## config.mk

```make
export PLATFORM = sky130hd
export DESIGN_NAME = param_deserializer
export DESIGN_NICKNAME = d
export VERILOG_FILES = /design/src/rtl/param_deserializer.sv
export SDC_FILE = /design/constraint.sdc
export NUM_CORES = 1
export LEC_CHECK = 0
export CORE_MARGIN = 2
export CORE_UTILIZATION = 45
export CTS_BUF_LIST = sky130_fd_sc_hd__clkbuf_16
export DETAILED_ROUTE_END_ITERATION = 16
export PLACE_DENSITY = 0.73
export SYNTH_ARGS = -nofsm -noshare
export SYNTH_HDL_FRONTEND = slang
export SYNTH_SLANG_ARGS = --single-unit
```

## constraint.sdc

```tcl
create_clock -name clk -period 2 [get_ports clk]
set_clock_uncertainty 0.2 [all_clocks]
set_input_delay 0.3 -clock clk [delete_from_list [all_inputs] [get_ports clk]]
set_output_delay 0.3 -clock clk [all_outputs]
set_load 0.03 [all_outputs]
```

## src/rtl/param_deserializer.sv

```systemverilog
// Serial-to-parallel collector: gathers WIDTH bits (MSB- or LSB-first) into a word held until handshaken.
// Latency: one cycle from the completing bit to out_valid; a word completing while the slot is held unconsumed is dropped and flagged on overrun.
module param_deserializer #(
    parameter int WIDTH     = 8,
    parameter bit LSB_FIRST = 1'b0
) (
    input  logic                           clk,
    input  logic                           rst_n,
    input  logic                           bit_valid,
    input  logic                           serial_in,
    input  logic                           frame_start,
    output logic [WIDTH-1:0]               out_data,
    output logic                           out_valid,
    input  logic                           out_ready,
    output logic                           overrun,
    output logic [$clog2(WIDTH+1)-1:0]     bit_count
);

    localparam int               CNT_W    = $clog2(WIDTH + 1);
    localparam logic [CNT_W-1:0] LAST_BIT = CNT_W'(WIDTH - 1);

    logic [WIDTH-1:0] shift_reg;
    logic [WIDTH-1:0] shift_nxt;
    logic [WIDTH-1:0] first_bit;
    logic             complete;
    logic             slot_free;

    always_comb begin
        if (LSB_FIRST) begin
            shift_nxt = {serial_in, shift_reg[WIDTH-1:1]};
            first_bit = {serial_in, {(WIDTH-1){1'b0}}};
        end else begin
            shift_nxt = {shift_reg[WIDTH-2:0], serial_in};
            first_bit = {{(WIDTH-1){1'b0}}, serial_in};
        end
        // A resync bit always starts a new word, so it can never complete one.
        complete  = bit_valid && !frame_start && (bit_count == LAST_BIT);
        slot_free = !out_valid || out_ready;
    end

    always_ff @(posedge clk or negedge rst_n) begin
        if (!rst_n) begin
            shift_reg <= '0;
            bit_count <= '0;
            out_data  <= '0;
            out_valid <= 1'b0;
            overrun   <= 1'b0;
        end else begin
            overrun <= 1'b0;

            if (frame_start) begin
                shift_reg <= bit_valid ? first_bit : '0;
                bit_count <= bit_valid ? CNT_W'(1) : '0;
            end else if (bit_valid) begin
                shift_reg <= shift_nxt;
                bit_count <= complete ? '0 : bit_count + 1'b1;
            end

            if (complete) begin
                if (slot_free) begin
                    out_data  <= shift_nxt;
                    out_valid <= 1'b1;
                end else begin
                    overrun   <= 1'b1;
                end
            end else if (out_valid && out_ready) begin
                out_valid <= 1'b0;
            end
        end
    end

endmodule

```

======== Word level (Yosys, flattened, before mapping) ========
Index checks and enable logic that the tools add are counted.
W data, S select, Z words.
operators by class
  add/subtract/negate cells ............... 1
  equal/unequal tests ..................... 2
  muxes and demuxes ....................... 12
  reductions and logical operators ........ 10
operators by type and width
  cell                   number
  $mux W7                2
  $mux W4                3
  $mux W1                7
  $add A4 B1 Y4 const B  1
  $eq A4 B3 Y1 const B   1
  $reduce_and A2 Y1      2
  $reduce_bool A2 Y1     2
  $logic_and A1 B1 Y1    3
  $logic_not A1 Y1       2
  $ne A2 B1 Y1 const B   1
  $logic_or A1 B1 Y1     1
word-level totals
  bits in registers ....................... 21
  bits of input ports ..................... 6
  output and inout port bits .............. 14
  logic and storage cells ................. 30

======== Logic depth before layout (Yosys ltp) ========
Gate-level depths: netlist (run 1).
  word-level depth ........................ 6
  gate-level depth with buffers ........... 4
  mapped depth without buffers ............ 4

======== Worst setup path before layout (run 1) ========
OpenSTA, ideal clock, no wires.
  path type ............................... register to register
  start point ............................. register bit_count[3]
  end point ............................... register out_data[0]
  setup time .............................. 0.125 ns
  data arrival time ....................... 1.349 ns
  required time ........................... 1.675 ns
  path slack .............................. 0.326 ns
  cell stages (with the launch flop) ...... 4
  period minus slack after synthesis ...... 1.674 ns
  cells stage by stage .................... dfrtp_1 -> and4bb_2 -> nand3_4 -> mux2_4
on the way
  cells in the longest elaborated chain, start to end .. 3
ends and longest elaborated chain
  element                             RTL line  RTL
  start: declaration                  16        output logic [$clog2(WIDTH+1)-1:0] bit_count
  start signal: assignment            53        bit_count <= bit_valid ? CNT_W'(1) : '0;
  start signal: assignment            56        bit_count <= complete ? '0 : bit_count + 1'b1;
  $eq A4 B3 Y1                        37        complete = bit_valid && !frame_start && (bit_count == LAST_BIT);
  $logic_and A1 B1 Y1                 37
  $reduce_and A2 Y1 (no source line)  --
  end signal: assignment              61        out_data <= shift_nxt;
  end: declaration                    12        output logic [WIDTH-1:0] out_data,
No other way between the ends.
A chain may end at the register's enable or synchronous reset.

======== Final worst setup path (run 1) ========
  start point ............................. register bit_count[2]
  end point ............................... output port bit_count[2]
No word-level cell between the ends.

==> metrics.csv, run 1 <==
stage,metric,value,unit
die,die_h,48.24,µm
clock_network,path_clk_slew,60,ps
worst_setup_path,rrSetupSlack,400,ps
worst_setup_path,setup.worst_path.class,reg2out,
cells_and_area,layout_common_cells,"21 x dfrtp_1, 19 x clkdlybuf4s50_1, 10 x nor2_1, 8 x mux2_4, 7 x mux2i_1",
outcome,status,completed,
worst_setup_path,critPathMaxFanout,4,
clock_network,hold_buffers,0,
run,max-cap-violations,0,
cells_and_area,largest_reg_flops,8,
detailed_routing,avgViaCountPerCell,4.896,
timing,setup_viol,0,
detailed_routing,dr.pass1.iters,4,
synthesis,synth.distinct_cells,18,
cells_and_area,fillers,157,
timing,hold_viol_final,0,
global_routing,antenna_found_initial,0,
clock_network,post_cts_buffers,0,
global_routing,grt_max_degree,22,
worst_setup_path,critPathRequiredTime,1500,ps
pwr,swShare,21.82,%
detailed_routing,wire_per_inst,13.79,µm
pwr,power.leakage,0.5809,nW
pwr,p_int,0.7530,mW
placed_design,portBuffers,19,
timing,fmax,0.5418,GHz
detailed_routing,vias,563,
pwr,combPwrFrac,10.4,%
synthesis,synth_seq_cells,21,
clock_network,cts_max_level,1,
synthesis,syn_area_per_cell,13.76,µm²
pwr,cellPowerDensity,803.5,nW/µm²
clock_network,cts_num_sinks,21,
placed_design,place_congestion,0.7320,
synthesis,yosysSeqAreaShare,59.66,%
timing,slew_headroom,78.53,%
pwr,clkPwrFrac,42.8,%
clock_network,cts_max_path_buffers,2,
worst_setup_path,critPathLaunchType,flop,
worst_setup_path,critical_path_buf_inv_count,1,
cells_and_area,final_core_util,63.03,%
die,start_util,46.32,%
clock_network,cts_tree,built,
detailed_routing,remaining_drc_errors,0,
worst_setup_path,cp-end-kind,output port,
pwr,power.switching,0.2102,mW
timing,rsz0062_at_grt,no,
global_routing,grt_pass1_vias,556,
timing,slew_violations,0,
clock_network,clock-root-buffer,clkbuf_16,
placed_design,dp_hpwl,1.095,mm
cells_and_area,stdcell_count,115,
cells_and_area,final_common_cell,dfrtp_1,
worst_setup_path,critPathArrivalTime,1350,ps
timing,period_needed,1846,ps
detailed_routing,drtAntennaViolNets,0,
cells_and_area,syn_to_final_growth,36.08,%
die,die_w,48.24,µm
synthesis,synth_area,880.8,µm²
cells_and_area,drive_gt1_share,19.32,%
global_routing,grt_usage,15.99,%
detailed_routing,routed_wirelength,1.586,mm
pwr,irDropWorstVdd,0.5534,mV
hold_path,min_path_type,in2async,
timing,fin_setup_tns,0,ps
clock_network,cts-resized-gates,0,
timing,timing.final.crit_share,92.29,%
global_routing,grt_pass1_wl,2.484,mm
die,coreArea,1902,µm²
die,ioPinCount,20,
worst_setup_path,slowest_stage,clkdlybuf4s50_1,
die,die_area,2327,µm²
timing,tightest_slew,321.0,ps
worst_setup_path,max_stage_delay,700,ps
cells_and_area,diodes,0,
synthesis,synth_warnings,0,
clock_network,clkLatencyLatePin,250,ps
detailed_routing,drt_iter0_markers,3,
global_routing,grt_remaining_overflow,0,
synthesis,synth_fp_nets,71,
worst_setup_path,crit_family,buffers and inverters,
worst_setup_path,crit_chain,clkdlybuf4s50_1,
cells_and_area,finalNetCount,96,
pwr,seq_power_share,46.7,%
clock_network,cts_buffers,3,
placed_design,placed_cells,111,
die,fp-row-count,16,
synthesis,synthCells,64,
-- area by class of cell --
class	instances	area (µm²)	share of cell area [%]
Clock inverter	1	5.005	0.4175
Clock buffer	3	75.07	6.263
Sequential cell	21	525.5	43.84
Timing Repair Buffer	22	212.7	17.75
Multi-Input combinational cell	41	346.6	28.91
Tap cell	27	33.78	2.818
-- cell usage after synthesis --
cell type,instances,share of area (%)
dfrtp_1,21,60
nor2_1,10,4.3
mux2_4,8,14
mux2i_1,7,8.0
nand2_1,4,1.7
a21oi_1,2,1.1
a22o_1,1,0.99
and4bb_2,1,1.4
buf_2,1,0.57
clkbuf_1,1,0.43
ha_1,1,1.4
nand2b_1,1,0.71
nand3_4,1,2.0
nand4_1,1,0.71
nor2b_1,1,0.71
or3_1,1,0.71
xnor2_1,1,0.99
xor2_1,1,0.99
-- through the flow --
| step | hold slack, ps | power (mW) | instance area [µm²] | setup slack [ps] |
|---|---|---|---|---|
| 4_1_cts | 190.8 | 0.9772 | 1199 | 141.4 |
| 3_3_place_gp | 293.6 | 0.5578 | 1119 | 92.06 |
| 3_5_place_dp | 296.1 | 0.5586 | 1119 | 69.47 |
| 6_report | 184.9 | 0.9631 | 1199 | 154.3 |
| 2_1_floorplan | -195.6 | 0.5095 | 880.8 | 326.2 |
| 5_1_grt | 231.3 | 1.008 | 1199 | 106.1 |
-- per-layer routing --
layer / routed length, µm / vias to the layer above / part of all wire, % / global-route usage [%]
met5: 0 / - / 0 / 0
met4: 24 / 0 / 1.5 / 8.108
met3: 57 / 3 / 3.6 / 4.444
met2: 803 / 14 / 51 / 24.74
met1: 700 / 279 / 44 / 20.42
li1: - / 267 / - / -
-- logic make-up (layout without fill, tap and decap cells) --
| logic type | Yosys count | in the layout | synth area share [%] |
|---|---|---|---|
| and+or+nand+nor | 20 | 20 | 12.22 |
| DFF | 21 | 21 | 59.66 |
| muxes | 15 | 15 | 21.59 |
| buffers and inverters | 2 | 26 | 0.9934 |
| adders and majority gates | 1 | 1 | 1.420 |
| xor gates and xnor gates | 2 | 2 | 1.989 |
| AOI/OAI and AO/OA | 3 | 3 | 2.131 |
-- power groups by stage --
stage | Sequential [mW] | Combinational, mW | Clock (mW)
4_1_cts | 0.450 | 0.103 | 0.424
5_1_grt | 0.452 | 0.110 | 0.447
2_1_floorplan | 0.473 | 0.0362 | 0
6_report | 0.450 | 0.100 | 0.412
3_5_place_dp | 0.457 | 0.102 | 0
3_3_place_gp | 0.457 | 0.101 | 0
-- worst paths after layout --
path                       depth (start not counted)           end    startpoint
setup / recovery                                   1  bit_count[2]  bit_count[2]
min in group clk                                   1   out_data[5]   out_data[5]
hold / removal                                     2   out_data[7]         rst_n
hold reg to reg                                    1   out_data[5]   out_data[5]
max in group asynchronous                          2  bit_count[2]         rst_n
setup reg to reg                                   3   out_data[0]  bit_count[3]
Note: power is estimated with default switching activity, not from simulation.
==> run 2: changes to the inputs <==
==> constraint.sdc (replaced) <==
create_clock -name clk -period 1.75 [get_ports clk]
set_clock_uncertainty 0.2 [all_clocks]
set_input_delay 0.2625 -clock clk [delete_from_list [all_inputs] [get_ports clk]]
set_output_delay 0.2625 -clock clk [all_outputs]
set_load 0.03 [all_outputs]
==> run 2 against run 1 <==
  * Largest cell class unchanged
  * Clock power increased by 12%
  * Critical path type unchanged
  * Power rose by 13%
  * Count of clock-buffer cells in the layout unchanged
  * Worst hold slack lost 35 ps
  * Critical endpoint is now overrun
  * Register-to-register slack worse by 230 ps
==> metrics.csv, run 2 (synthesized netlist as in run 1, its figures left out) <==
stage,metric,value,unit,change
pwr,cellPowerDensity,886.8,nW/µm²,+10%
worst_setup_path,critPathCapture,overrun,,
timing,timing.final.crit_share,96.66,%,
placed_design,portBuffers,19,,unchanged
pwr,clkPwrFrac,42.5,%,-0.3 points
worst_setup_path,slowest_stage,clkdlybuf4s50_1,,
global_routing,grt_remaining_overflow,0,,unchanged
timing,rsz0062_at_grt,no,,
outcome,status,completed,,
clock_network,path_clk_slew,50,ps,about the same
worst_setup_path,cp-end-kind,output port,,
worst_setup_path,rrSetupSlack,170,ps,-230 ps
detailed_routing,drt_iter0_markers,2,,-1
pwr,swShare,21.60,%,-0.22 points
die,die_h,48.24,µm,unchanged
worst_setup_path,critPathRequiredTime,1290,ps,-210 ps
timing,timing.hold.ws,150.2,ps,-34.72 ps
timing,slew_violations,0,,unchanged
worst_setup_path,cp_num_cells,1,,unchanged
clock_network,cts_max_level,1,,unchanged
worst_setup_path,critPathLaunchType,flop,,
cells_and_area,fillers,155,,-1.3%
cells_and_area,largest_reg_flops,8,,unchanged
clock_network,cts_max_path_buffers,2,,unchanged
worst_setup_path,critical_path_buf_inv_count,1,,unchanged
hold_path,min_path_type,in2async,,
timing,fmax,0.5912,GHz,
placed_design,dp_hpwl,1.113,mm,+1.6%
detailed_routing,wire_per_inst,13.67,µm,-0.90%
pwr,seq_power_share,47.2,%,+0.5 points
pwr,power.switching,0.2349,mW,+12%
cells_and_area,fin_area,1226,µm²,+2.3%
global_routing,grt_util_met3,5.556,%,+1.1 points
global_routing,grt_max_degree,22,,unchanged
pwr,total_power,1.087,mW,+13%
global_routing,grt_pass1_wl,2.401,mm,-3.3%
clock_network,clkLatencyLatePin,250,ps,about the same
run,max-cap-violations,0,,unchanged
worst_setup_path,critical_path.startpoint,overrun,,
clock_network,cts_num_sinks,21,,unchanged
pwr,irDropWorstVdd,0.9038,mV,+63%
die,fp-row-count,16,,unchanged
worst_setup_path,critPathArrivalTime,1230,ps,-120 ps
detailed_routing,remaining_drc_errors,0,,unchanged
timing,setup_viol,0,,unchanged
die,die_area,2327,µm²,unchanged
placed_design,post_dp_cell_area,1134,µm²,+1.3%
die,ioPinCount,20,,unchanged
global_routing,grt_pass1_vias,546,,-1.8%
detailed_routing,vias,579,,+2.8%
global_routing,antenna_found_initial,0,,unchanged
global_routing,grtUsageMet1,18.72,%,-1.7 points
pwr,p_int,0.8524,mW,+13%
timing,period_needed,1691,ps,
global_routing,grt_usage,15.34,%,-0.64 points
worst_setup_path,critPathMaxFanout,1,,-3
timing,slew_headroom,78.67,%,+0.13 points
clock_network,post_cts_buffers,0,,unchanged
cells_and_area,drive_gt1_share,20.00,%,+0.68 points
clock_network,clock-root-buffer,clkbuf_16,,
placed_design,place_congestion,0.7230,,-1.2%
detailed_routing,dr.pass1.iters,3,,-1
cells_and_area,diodes,0,,unchanged
worst_setup_path,crit_family,buffers and inverters,,
global_routing,met2_usage,25.26,%,+0.53 points
clock_network,hold_buffers,0,,unchanged
cells_and_area,finalNetCount,98,,+2.1%
worst_setup_path,max_stage_delay,670,ps,-30 ps
timing,layout_setup_ws,58.52,ps,-95.73 ps
placed_design,dpl_worst_slack,-118.7,ps,-188.2 ps
worst_setup_path,setup.worst_path.class,reg2out,,
cells_and_area,area.sequential,525.5,µm²,unchanged
die,coreArea,1902,µm²,unchanged
cells_and_area,layout_common_cells,"21 x dfrtp_1, 10 x nor2_1, 8 x mux2_4, 8 x dlymetal6s2s_1, 7 x mux2i_1",,
cells_and_area,syn_to_final_growth,39.20,%,
worst_setup_path,r2r-end,out_data[1],,
die,start_util,46.32,%,unchanged
pwr,combPwrFrac,10.2,%,-0.2 points
die,die_w,48.24,µm,unchanged
worst_setup_path,timing.rr.start,bit_count[3],,
global_routing,grt.busiest_layer,met2,,
timing,hold_viol_final,0,,unchanged
worst_setup_path,rr_worst_depth,3,,unchanged
pwr,power.leakage,0.7606,nW,+31%
worst_setup_path,crit_chain,clkdlybuf4s50_1,,
detailed_routing,avgViaCountPerCell,4.949,,+1.1%
detailed_routing,routed_wirelength,1.599,mm,+0.82%
timing,tightest_slew,319.4,ps,-1.540 ps
cells_and_area,final_core_util,64.47,%,+1.4 points
clock_network,cts_buffers,3,,unchanged
detailed_routing,drtAntennaViolNets,0,,unchanged
cells_and_area,multi_input_area,346.6,µm²,unchanged
clock_network,cts_tree,built,,
cells_and_area,final_common_cell,dfrtp_1,,
[run 2: final cells by class]
type	instances	area share, %
Multi-Input combinational cell	41	28.27
Clock inverter	1	0.3061
Timing Repair Buffer	24	19.69
Tap cell	27	2.755
Sequential cell	21	42.86
Clock buffer	3	6.122
[run 2: how the worst min path moves through the flow]
stage,start,endpoint,slack (ps),depth (start not counted)
6_report,rst_n,out_data[6],150,2
2_1_floorplan,rst_n,bit_count[0],-230,0
3_3_place_gp,shift_reg[6],out_data[7],290,1
5_1_grt,rst_n,out_data[6],200,2
4_1_cts,rst_n,out_data[6],160,2
3_5_place_dp,out_data[7],out_data[7],300,1
[run 2: power groups by stage]
stage | Combinational (mW) | Sequential (mW) | Clock (mW)
6_report | 0.111 | 0.514 | 0.463
5_1_grt | 0.122 | 0.516 | 0.490
4_1_cts | 0.113 | 0.514 | 0.472
3_5_place_dp | 0.119 | 0.522 | 0
3_3_place_gp | 0.116 | 0.522 | 0
2_1_floorplan | 0.0414 | 0.541 | 0
[run 2: per-stage QoR]
step	std cells	TNS, ps
floorplan	64	0
global placement	113	-842.1
detailed placement	113	-987.5
CTS	117	0
global route	117	0
finish	117	0
[run 2: repair_timing]
action | in CTS | in global routing
gates cloned | 0 | 0
setup endpoints to repair | 5 | 8
hold endpoints to repair | 0 | 0
gates resized for setup | 5 | 8
[run 2: per-layer routing]
metal | share of wire, % | wire length (µm)
met3 | 2.7 | 43
met4 | 1.2 | 19
met5 | 0 | 0
met1 | 46 | 737
met2 | 50 | 799
==> run 3: changes to the inputs <==
--- a/config.mk
+++ b/config.mk
@@ -9,7 +9,8 @@
 export CORE_UTILIZATION = 45
 export CTS_BUF_LIST = sky130_fd_sc_hd__clkbuf_16
 export DETAILED_ROUTE_END_ITERATION = 16
-export PLACE_DENSITY = 0.73
+export DONT_BUFFER_PORTS = 1
+export PLACE_DENSITY_LB_ADDON = 0.2
 export SYNTH_ARGS = -nofsm -noshare
 export SYNTH_HDL_FRONTEND = slang
 export SYNTH_SLANG_ARGS = --single-unit
==> run 3 against run 2 <==
  * Critical path depth up 2
  * Worst hold slack worse by 120 ps
  * Non-clock buffer count down 15
  * Power down 0.24%
  * Cell area down 13%
  * Final cell count down 13%
  * Clock power up 2%
  * Via count down 13%
  * Count of clock-buffer cells in the layout unchanged
  * Sequential cell count unchanged
  * Global-route usage up 0.66 points
  * Setup slack better by 130 ps
==> metrics.csv, run 3 (synthesized netlist as in run 1, its figures left out) <==
stage,metric,value,unit,change
timing,timing.hold.ws,26.97,ps,-123.2 ps
placed_design,portBuffers,0,,-19
pwr,power.leakage,0.5417,nW,-29%
cells_and_area,final_core_util,55.92,%,-8.6 points
pwr,power.switching,0.2389,mW,+1.7%
global_routing,antenna_found_initial,0,,unchanged
detailed_routing,dr.pass1.iters,4,,+1
die,die_w,48.24,µm,unchanged
placed_design,dp_hpwl,973.1,µm,-13%
detailed_routing,vias,501,,-13%
timing,tightest_slew,964.4,ps,+644.9 ps
clock_network,clkLatencyLatePin,250,ps,about the same
detailed_routing,wire_per_inst,14.30,µm,+4.7%
placed_design,place_congestion,0.6897,,-4.6%
timing,timing.final.crit_share,88.99,%,-7.7 points
worst_setup_path,critPathLaunchType,flop,,
cells_and_area,largest_reg_flops,8,,unchanged
worst_setup_path,critPathRequiredTime,1690,ps,+400 ps
clock_network,cts_buffers,3,,unchanged
hold_path,holdPathStages,3,,
global_routing,grt_max_degree,22,,unchanged
timing,slew_violations,0,,unchanged
timing,hold_viol_final,0,,unchanged
pwr,clkPwrFrac,43.7,%,+1.2 points
cells_and_area,diodes,0,,unchanged
global_routing,grt_pass1_wl,2.394,mm,-0.29%
worst_setup_path,critPathMaxFanout,8,,+7
global_routing,grt_usage,16.00,%,+0.66 points
worst_setup_path,rr_worst_depth,3,,unchanged
placed_design,placed_cells,94,,-17%
worst_setup_path,cp-end-kind,flop,,
die,coreArea,1902,µm²,unchanged
clock_network,hold_buffers,4,,+4
pwr,irDropWorstVdd,0.5808,mV,-36%
timing,fmax,0.6421,GHz,+8.6%
clock_network,cts_max_level,1,,unchanged
pwr,cellPowerDensity,1020,nW/µm²,+15%
worst_setup_path,critPathArrivalTime,1490,ps,+260 ps
hold_path,min_path_type,in2reg,,
cells_and_area,layout_common_cells,"21 x dfrtp_1, 10 x nor2_1, 8 x mux2_4, 7 x mux2i_1, 5 x buf_4",,
die,ioPinCount,20,,unchanged
detailed_routing,remaining_drc_errors,0,,unchanged
clock_network,post_cts_buffers,0,,unchanged
detailed_routing,routed_wirelength,1.459,mm,-8.8%
detailed_routing,drtAntennaViolNets,0,,unchanged
pwr,seq_power_share,47.5,%,+0.3 points
detailed_routing,drt_iter0_markers,2,,unchanged
die,start_util,46.32,%,unchanged
die,fp-row-count,16,,unchanged
detailed_routing,avgViaCountPerCell,4.912,,-0.75%
die,die_h,48.24,µm,unchanged
worst_setup_path,r2r-end,out_data[0],,
worst_setup_path,setup.worst_path.class,reg2reg,,
worst_setup_path,critPathCapture,out_data[0],,
die,die_area,2327,µm²,unchanged
global_routing,grt_pass1_vias,505,,-7.5%
worst_setup_path,rrSetupSlack,190,ps,+20 ps
cells_and_area,fillers,168,,+8.4%
cells_and_area,final_common_cell,dfrtp_1,,
pwr,swShare,22.02,%,+0.42 points
cells_and_area,drive_gt1_share,25.33,%,+5.3 points
cells_and_area,syn_to_final_growth,20.74,%,
run,max-cap-violations,0,,unchanged
worst_setup_path,critical_path.startpoint,bit_count[3],,
pwr,total_power,1.085,mW,-0.24%
cells_and_area,stdcell_count,102,,-13%
timing,setup_viol,0,,unchanged
timing,fin_setup_tns,0,ps,unchanged
clock_network,cts_tree,built,,
timing,slew_headroom,35.50,%,-43 points
clock_network,cts_max_path_buffers,2,,unchanged
clock_network,clock-root-buffer,clkbuf_16,,
pwr,p_int,0.8459,mW,-0.77%
cells_and_area,finalNetCount,83,,-15%
pwr,combPwrFrac,8.8,%,-1.4 points
worst_setup_path,timing.rr.start,bit_count[3],,
timing,rsz0062_at_grt,no,,
clock_network,cts-resized-gates,0,,-5
clock_network,cts_num_sinks,21,,unchanged
outcome,status,completed,,
timing,period_needed,1557,ps,-134.1 ps
clock_network,path_clk_slew,60,ps,about the same
global_routing,grt_remaining_overflow,0,,unchanged
==> run 3: cell count changes in the layout (fill, tap and decap cells not counted) <==
cell	delta
dlymetal6s2s_1	-8
clkdlybuf4s50_1	-6
dlygate4sd3_1	+4
dlygate4sd2_1	-5
inv_1	-1
clkinv_2	+1
==> run 3: layout make-up <==
cell class | instances | area (µm²) | area share, %
Sequential cell | 21 | 525.5 | 49.41
Timing Repair Buffer | 9 | 77.57 | 7.294
Clock buffer | 3 | 75.07 | 7.059
Tap cell | 27 | 33.78 | 3.176
Multi-Input combinational cell | 41 | 346.6 | 32.59
Clock inverter | 1 | 5.005 | 0.4706
==> run 3: through the flow <==
stage	area, µm²	setup slack (ps)
detailed placement	943.4	188.9
finish	1064	192.7
global route	1064	128.2
floorplan	880.8	76.23
global placement	943.4	220.7
CTS	1064	180.8
==> run 3: how the worst min path moves through the flow <==
stage,startpoint,end,slack [ps]
CTS,bit_valid,bit_count[2],20
floorplan,rst_n,bit_count[0],-230
detailed placement,rst_n,out_data[7],-230
global placement,rst_n,out_data[7],-230
global route,bit_valid,shift_reg[0],50
finish,bit_valid,bit_count[2],30
==> run 3: worst max-delay path: stages (launching register included) <==
cell and delay [ps]:
dfrtp_1 370, and4bb_2 350, nand3_4 180, mux2_4 350
==> run 3: power by group through the flow <==
stage          sequential, mW  combinational (mW)  clock (mW)
2_1_floorplan           0.541              0.0414           0
3_3_place_gp            0.523              0.0715           0
4_1_cts                 0.515              0.0972       0.492
5_1_grt                 0.517               0.107       0.512
6_report                0.515              0.0953       0.474
3_5_place_dp            0.524              0.0722           0
==> run 3: routing by layer <==
layer	routed length (µm)	vias up	global-route usage, %	part of all wire (%)
li1	-	244	-	-
met5	0	-	0	0
met4	11	0	9.730	0.75
met3	64	2	6.296	4.4
met2	689	11	21.84	47
met1	694	244	21.18	48
